### src/rtl/sub2_stage_recover_pkg.sv
// rtl/sub2_stage_recover_pkg.sv - defaults, half-width helper and stage-1 record for sub2_stage_recover
package sub2_pkg;

  localparam int WIDTH_DEF = 32;

  function automatic int half_of(input int width);
    return width / 2;
  endfunction

  localparam int HALF_DEF = WIDTH_DEF / 2;

  typedef struct packed {
    logic                valid;
    logic [HALF_DEF-1:0] d_lo;
    logic                b0;
    logic [HALF_DEF:0]   sum_hi;
    logic [HALF_DEF-1:0] a_hi;
  } s1_rec_t;

endpackage

### src/rtl/sub2_stage_recover_slice.sv
// rtl/sub2_stage_recover_slice.sv - combinational borrow-chained slice: {bout, d} = x - y - bin
module sub_slice #(
  parameter int W = 16
) (
  input  logic [W-1:0] i_x,
  input  logic [W-1:0] i_y,
  input  logic         i_bin,
  output logic [W-1:0] o_d,
  output logic         o_bout
);

  assign {o_bout, o_d} = {1'b0, i_x} - {1'b0, i_y} - {{W{1'b0}}, i_bin};

endmodule

### src/rtl/sub2_stage_recover.sv
// rtl/sub2_stage_recover.sv - two-stage pipelined sum - a recovery with global stall
// Optional range-error flag enabled by SUB2_RANGE_CHECK_EN.
module sub2_stage_recover
  import sub2_pkg::*;
#(
  parameter int WIDTH = WIDTH_DEF
) (
  input  logic             clock,
  input  logic             reset,
  input  logic             in_valid,
  output logic             in_ready,
  input  logic [WIDTH:0]   in_sum,
  input  logic [WIDTH-1:0] in_a,
  output logic             out_valid,
  input  logic             out_ready,
  output logic [WIDTH-1:0] out_diff,
  output logic             out_err
);

  localparam int HALF = half_of(WIDTH);

  typedef struct packed {
    logic            valid;
    logic [HALF-1:0] d_lo;
    logic            b0;
    logic [HALF:0]   sum_hi;
    logic [HALF-1:0] a_hi;
  } s1_t;

  s1_t             r_s1;
  logic            r_out_valid;
  logic [WIDTH-1:0] r_out_diff;

  logic            w_adv;
  logic [HALF-1:0] w_d_lo;
  logic            w_b0;
  logic [HALF:0]   w_d_hi;
  logic            w_bh;

  // One stall signal freezes both stages so nothing in flight can be overwritten.
  assign w_adv    = !r_out_valid || out_ready;
  assign in_ready = w_adv;

  sub_slice #(.W(HALF)) u_lo (
    .i_x    (in_sum[HALF-1:0]),
    .i_y    (in_a[HALF-1:0]),
    .i_bin  (1'b0),
    .o_d    (w_d_lo),
    .o_bout (w_b0)
  );

  sub_slice #(.W(HALF+1)) u_hi (
    .i_x    (r_s1.sum_hi),
    .i_y    ({1'b0, r_s1.a_hi}),
    .i_bin  (r_s1.b0),
    .o_d    (w_d_hi),
    .o_bout (w_bh)
  );

  always_ff @(posedge clock) begin
    if (reset) begin
      r_s1        <= '0;
      r_out_valid <= 1'b0;
      r_out_diff  <= '0;
    end else if (w_adv) begin
      r_s1.valid  <= in_valid;
      r_s1.d_lo   <= w_d_lo;
      r_s1.b0     <= w_b0;
      r_s1.sum_hi <= in_sum[WIDTH:HALF];
      r_s1.a_hi   <= in_a[WIDTH-1:HALF];
      r_out_valid <= r_s1.valid;
      r_out_diff  <= {w_d_hi[HALF-1:0], r_s1.d_lo};
    end
  end

  assign out_valid = r_out_valid;
  assign out_diff  = r_out_diff;

`ifdef SUB2_RANGE_CHECK_EN
  logic r_out_err;

  always_ff @(posedge clock) begin
    if (reset) begin
      r_out_err <= 1'b0;
    end else if (w_adv) begin
      r_out_err <= r_s1.valid & (w_bh | w_d_hi[HALF]);
    end
  end

  assign out_err = r_out_err;
`else
  logic w_unused_range;

  assign w_unused_range = w_bh ^ w_d_hi[HALF];
  assign out_err        = 1'b0;
`endif

endmodule

### config.mk
export PLATFORM = sky130hd
export DESIGN_NAME = sub2_stage_recover
export DESIGN_NICKNAME = d
export VERILOG_FILES = /design/src/rtl/sub2_stage_recover_pkg.sv /design/src/rtl/sub2_stage_recover_slice.sv /design/src/rtl/sub2_stage_recover.sv
export SDC_FILE = /design/constraint.sdc
export NUM_CORES = 1
export LEC_CHECK = 0
export CORE_AREA = 4 4 92 115
export CTS_CLUSTER_SIZE = 28
export DETAILED_ROUTE_END_ITERATION = 6
export DIE_AREA = 0 0 96 119
export PLACE_DENSITY_LB_ADDON = 0.15
export RECOVER_POWER = 50
export SETUP_SLACK_MARGIN = 0.02
export SLEW_MARGIN = 20
export SYNTH_ARGS = -nofsm -noshare
export SYNTH_HDL_FRONTEND = slang
export SYNTH_SLANG_ARGS = --single-unit
### constraint.sdc
create_clock -name clock -period 4.5 [get_ports clock]
set_clock_uncertainty 0.1 [all_clocks]
set_input_delay 0.675 -clock clock [delete_from_list [all_inputs] [get_ports clock]]
set_output_delay 0.675 -clock clock [all_outputs]
set_load 0.005 [all_outputs]
==> results of run 1 <==
## per-layer routing
layer	vias up	wire length [µm]	part of all wire, %	GRT usage (%)
met5	-	0	0	0
met4	0	210	1.9	7.47
met3	15	429	3.9	3.28
met2	89	5590	51	35.3
met1	1923	4680	43	22.3
li1	2205	-	-	-
## state kept, by name, summed over array words and instances (netlist names)
name	flops
out_diff	32
out_valid	1
r_s1	50
## report_power, final
part | internal (W) | leakage (nW) | total (W) | switching (W)
combinational | 0.000303 | 1.89 | 0.000598 | 0.000295
clock | 0.000498 | 0.148 | 0.000781 | 0.000283
sequential | 0.000820 | 0.689 | 0.000866 | 0.0000454
## final cells by class
type / count / area share, %
Tap cell: 126 / 2.61
Clock buffer: 11 / 4.02
Timing Repair Buffer: 104 / 17.0
Sequential cell: 83 / 27.5
Multi-Input combinational cell: 428 / 43.6
Clock inverter: 4 / 1.24
Inverter: 65 / 4.04
## kinds of logic (layout without fill, tap and decap cells)
logic type | after synthesis | count (layout) | share of synthesized area (%)
AOI/OAI and AO/OA | 155 | 155 | 20.7
xor gates and xnor gates | 22 | 22 | 4.14
adders and majority gates | 47 | 47 | 13.1
buffers and inverters | 93 | 184 | 7.74
DFF | 83 | 83 | 35.7
other | 1 | 1 | 0.0806
and+or+nand+nor | 203 | 203 | 18.5
## metrics by stage
step / hold slack, ps / setup slack, ps / cell area, µm² / cells
finish: 346 / 1470 / 6040 / 821
global route: 362 / 1260 / 6040 / 821
CTS: 353 / 1540 / 6050 / 821
detailed placement: 345 / 1320 / 5730 / 806
global placement: 337 / 1380 / 5730 / 806
floorplan: 322 / 1870 / 4650 / 604
## final timing paths
path,to,cells after the start
min,out_diff[0],2
max reg2reg,out_diff[28],9
min reg2reg,out_diff[0],2
max,out_diff[29],6
## cell usage in the layout (no fill, tap or decap), drive strengths merged, types with 5 or more instances in the layout
cell type	n
clkdlybuf4s50	66
inv	65
a21oi	79
and3	5
xor2	10
dfxtp	83
xnor2	12
clkbuf	12
nor3	8
a211oi	14
dlygate4sd3	34
nor2	21
a21o	6
nand2	138
ha	44
nand2b	10
nand3	8
o21ai	22
## worst max-delay path, cell delays in order
cell,delay [ps]
dlygate4sd3_1,530
nor2b_1,220
clkbuf_2,1100
a2111oi_0,140
a31o_2,280
a31o_2,200
==> summary.txt, run 1 <==
Floorplanning
  • Die X: between 90 and 100 µm
  • Rows: 40
  • Die Footprint: between 10,000 and 15,000 µm²
  • Die height: approximately 120 µm
  • Initial Util: between 40% and 50%
  • Core ar.: 9560 µm²
  • Io pins: 104

Power
  • Leakage power: 2.72 nW
  • Power density cells: approximately 370 nW/µm²
  • Worst vdd ir: around 0.21 mV
  • Pwr Total: between 0.002 and 0.0025 W

Layout
  • Util after Layout: 63.2%
  • # fillers: ~830
  • Antenna diode count: 0
  • Area delta synth->final: 29.8%
  • Multi-input logic area: 2630 µm²
  • Fin nets: around 810
  • Ratio of cells with drive above 1 in the final layout: 4.03%
  • Register area: 1660 µm²

Route
  • DRC: 0
  • Initial DRC count: 117
  • Routed WL per cell: 13.3 µm
  • Drt first pass iters: 4
  • Vias post-DR: 4,232
  • Final wirelength: 10,900 µm
  • Vias/cell: 5.15
  • Final ANT Viol Nets: 0

Clock network
  • CTS tree: yes
  • Clock sink count: a little over 80
  • Clk slew on worst S/H paths: 60 ps
  • Hold Buf Count CTS: 0
  • CTS resizes: 0
  • CTS Buf Count: 9
  • H-tree depth: 3
  • Clock Tree Root: clkbuf_16
  • Max Root-Sink Buffers: 2
  • Post-CTS setup buffers: 0
  • Worst-skew pair later-pin latency: 330 ps

Logic synthesis
  • Commonest cells in the netlist: 138 x nand2_1, 83 x dfxtp_1, 79 x a21oi_1
  • Post-synthesis register bit count: just over 80
  • Mapped Cells: about 600
  • Register area share after synthesis: a little over a third
  • Synth area leader: dfxtp_1
  • Top_reg_cell synth: dfxtp_1
  • Mapped Area: about 4700 µm²
  • Syn avg cell area: a little under 8 µm²
  • Post-synth EDFFs: 0
  • Synth Warn #: 0
  • Synth cell types: 50
  • Asr flop ratio synth: 0%
  • Top cells by area, synth: dfxtp_1 36%, ha_1 12%, nand2_1 11%, a21oi_1 8.5%, inv_1 5.2%
  • Count leader, synth: nand2_1
  • Post-synth top area share: 35.7%
  • Mapped Nets: 720

GRT
  • Initial antenna violation count: 0
  • Largest net degree at the start of global routing: between 60 and 70
  • Overflow after GRT: 0
  • Global-route wire length before repair: 18,000 µm
  • Number of global-route vias before repair: 4,128
  • GRT Total Usage: just under 20%

STA
  • Count of pins over their slew limit: 0
  • Max Clk Rate: roughly 330 MHz
  • Slew headroom: between 5 and 6%
  • Fin. Hold Viols: 0
  • Worst-margin pin slew: about 1400 ps
  • RSZ-0062 raised after global routing: no
  • Final setup viols: 0
  • Tcrit/Tclk final: between 60% and 70%
  • Setup TNS: 0 ps
  • Final Critical Period: 3030 ps

Critical path
  • Critical Path AT: 3160 ps
  • CP max FO: a little under 70
  • Crit. End Element: register
  • Reg2Reg Launch Point: r_s1[0]
  • Critical path startpoint category: input pin
  • R2R Setup Slk: around 1700 ps
  • Critical path class: in2reg
  • CP Launch Point: out_ready
  • Worst Path Required: 4630 ps

Hold path
  • HP Start: out_diff[0]
  • HP Class: reg2reg

Flow run
  • Max-Cap Viols: 0

Run status
  • Status: completed

Placement
  • Hpwl dp: ~8000 µm
  • Routability cong.: 0.854
  • Port bufs: just over 100
No activity file was read; power rests on OpenSTA's default activity.
==> inputs of run 2 (changes only) <==
Clock period 4.5 ns to 2.9 ns, I/O delays scaled along.
==> summary.txt, run 2 (same netlist as run 1, synthesis figures left out) <==
Route
  • Final ANT Viol Nets: 0 (unchanged)
  • Drt first pass iters: 4 (unchanged)
  • Vias post-DR: 4,282 (+1.2%)
  • Routed WL per cell: 13.6 µm (+2.3%)
  • DRC: 0 (unchanged)
  • Initial DRC count: 131 (+12%)
  • Final wirelength: 11,300 µm (+3.6%)
  • Vias/cell: 5.15 (about the same)

Power
  • Worst vdd ir: 0.250 mV (+18%)
  • Leakage power: 2.74 nW (+0.75%)
  • Pwr Total: 0.00355 W (+58%)
  • Power density cells: 579 nW/µm² (+56%)

GRT
  • Overflow after GRT: 0 (unchanged)
  • Largest net degree at the start of global routing: 69 (unchanged)
  • Number of global-route vias before repair: 4,347 (+5.3%)
  • GRT Total Usage: 20.5% (+0.90 points)
  • Initial antenna violation count: 0 (unchanged)
  • Global-route wire length before repair: 18,700 µm (+4.2%)

Hold path
  • HP Start: out_diff[24]
  • Hold Crit Depth: 2 (unchanged)
  • HP Class: reg2reg
  • Hold EP: out_diff[24]

Critical path
  • CP max FO: 3 (-96%)
  • Crit. End Element: register
  • Critical path startpoint category: register
  • Critical Path AT: 2940 ps (-220 ps)
  • Critical path class: reg2reg
  • R2R Setup Slk: 100 ps (-1550 ps)
  • Reg2Reg Launch Point: r_s1[0]
  • Worst R2R End: out_diff[30]
  • Worst Path Required: 3040 ps (-1590 ps)
  • Worst R2R Path Depth: 9 (unchanged)

Floorplanning
  • Die X: 96 µm (unchanged)
  • Core ar.: 9560 µm² (unchanged)
  • Rows: 40 (unchanged)
  • Io pins: 104 (unchanged)
  • Die height: 119 µm (unchanged)
  • Initial Util: 48.7% (unchanged)
  • Die Footprint: 11,400 µm² (unchanged)

Placement
  • Port bufs: 101 (unchanged)
  • Placed inst area: 5800 µm² (+1.3%)
  • Placed cell count: 814 (+0.99%)
  • Post-Place Worst Slack: 24.4 ps (-1300 ps)
  • Hpwl dp: 8350 µm (+4.7%)
  • Routability cong.: 0.864 (+1.2%)

Run status
  • Status: completed

Clock network
  • Worst-skew pair later-pin latency: 330 ps (about the same)
  • Clock sink count: 83 (unchanged)
  • CTS Buf Count: 9 (unchanged)
  • CTS tree: yes
  • Clk slew on worst S/H paths: 60 ps (about the same)
  • Clock Tree Root: clkbuf_16
  • Max Root-Sink Buffers: 2 (unchanged)
  • Hold Buf Count CTS: 0 (unchanged)
  • H-tree depth: 3 (unchanged)
  • CTS resizes: 0 (unchanged)

STA
  • RSZ-0062 raised after global routing: yes
  • Worst-margin pin slew: 1370 ps (-47.3 ps)
  • Setup TNS: 0 ps (unchanged)
  • Worst setup margin: 105 ps (-1360 ps)
  • Max Clk Rate: between 300 and 400 MHz
  • Tcrit/Tclk final: 96.4%
  • Final Critical Period: 2800 ps
  • Fin. Hold Viols: 0 (unchanged)
  • Count of pins over their slew limit: 0 (unchanged)
  • Final setup viols: 0 (unchanged)
  • Slew headroom: 8.79% (+3.2 points)

Flow run
  • Max-Cap Viols: 0 (unchanged)

Layout
  • Commonest non-fill, non-tap cell in the layout: nand2_1
  • Fin nets: 816 (+1.1%)
  • Largest Register: r_s1
  • Cell area after layout: 6120 µm² (+1.4%)
  • Most frequent cells in the layout: 138 x nand2_1, 83 x dfxtp_1, 80 x clkdlybuf4s50_1, 79 x a21oi_1, 64 x inv_1
  • Post-Layout Cell Count: 831 (+1.2%)
  • Max reg flops: 50 (unchanged)
  • Antenna diode count: 0 (unchanged)
  • Area delta synth->final: 31.6%
  • Ratio of cells with drive above 1 in the final layout: 5.67% (+1.6 points)
[run 2: changes by cell type in the layout (fill, tap and decap cells not counted), sizes merged]
cell,change
clkinv,+2
clkdlybuf4s50,+14
buf,+9
clkbuf,-1
dlygate4sd3,-14
[run 2: worst max-delay path: stages, from the launching register on]
cell and delay (ps):
dfxtp_1 340, inv_1 60, fa_1 470, fa_1 410, nand2b_1 200, a31o_2 310, a221oi_4 280, nand3_1 140
and3_1 190, o31ai_1 210
[run 2: report_power, final]
| part | switching [W] | internal [W] |
|---|---|---|
| Combinational | 0.000465 | 0.000503 |
| Clock | 0.000456 | 0.000777 |
| Sequential | 0.0000737 | 0.00127 |
[run 2: through the flow]
stage / utilization (%) / hold WS [ps]
4_1_cts: 64.1 / 352
3_3_place_gp: 60.7 / 338
3_5_place_dp: 60.7 / 344
6_report: 64.1 / 349
2_1_floorplan: - / 322
5_1_grt: 64.1 / 369
[run 2: worst max-delay path by stage]
stage              endpoint  startpoint  cells past startpoint
2_1_floorplan  out_diff[28]     r_s1[0]                      9
5_1_grt        out_diff[30]     r_s1[0]                      9
6_report       out_diff[30]     r_s1[0]                      9
3_5_place_dp       r_s1[46]   in_sum[0]                     10
3_3_place_gp       r_s1[46]   in_sum[0]                     10
4_1_cts        out_diff[30]     r_s1[0]                      9
[run 2: per-layer routing]
layer | part of all wire [%] | global-route usage, % | vias to the layer above
met5 | 0 | 0 | -
met4 | 2.3 | 9.79 | 0
met3 | 4.0 | 3.28 | 19
met2 | 52 | 37.4 | 81
met1 | 42 | 22.2 | 1955
li1 | - | - | 2227
[run 2: repair_timing]
item,CTS,global route
endpoints found under the hold margin,0,0
buffers inserted,0,1
setup endpoints to repair,0,2
[run 2: final cells by class]
| cell class | count | area, µm² |
|---|---|---|
| well taps | 126 | 158 |
| clock buffers | 10 | 239 |
| fillers | 854 | 3430 |
| repair buffers | 113 | 1090 |
| inverters | 65 | 244 |
| clock inverters | 6 | 88.8 |
| multi-input cells | 428 | 2640 |
| flip-flops and latches | 83 | 1660 |
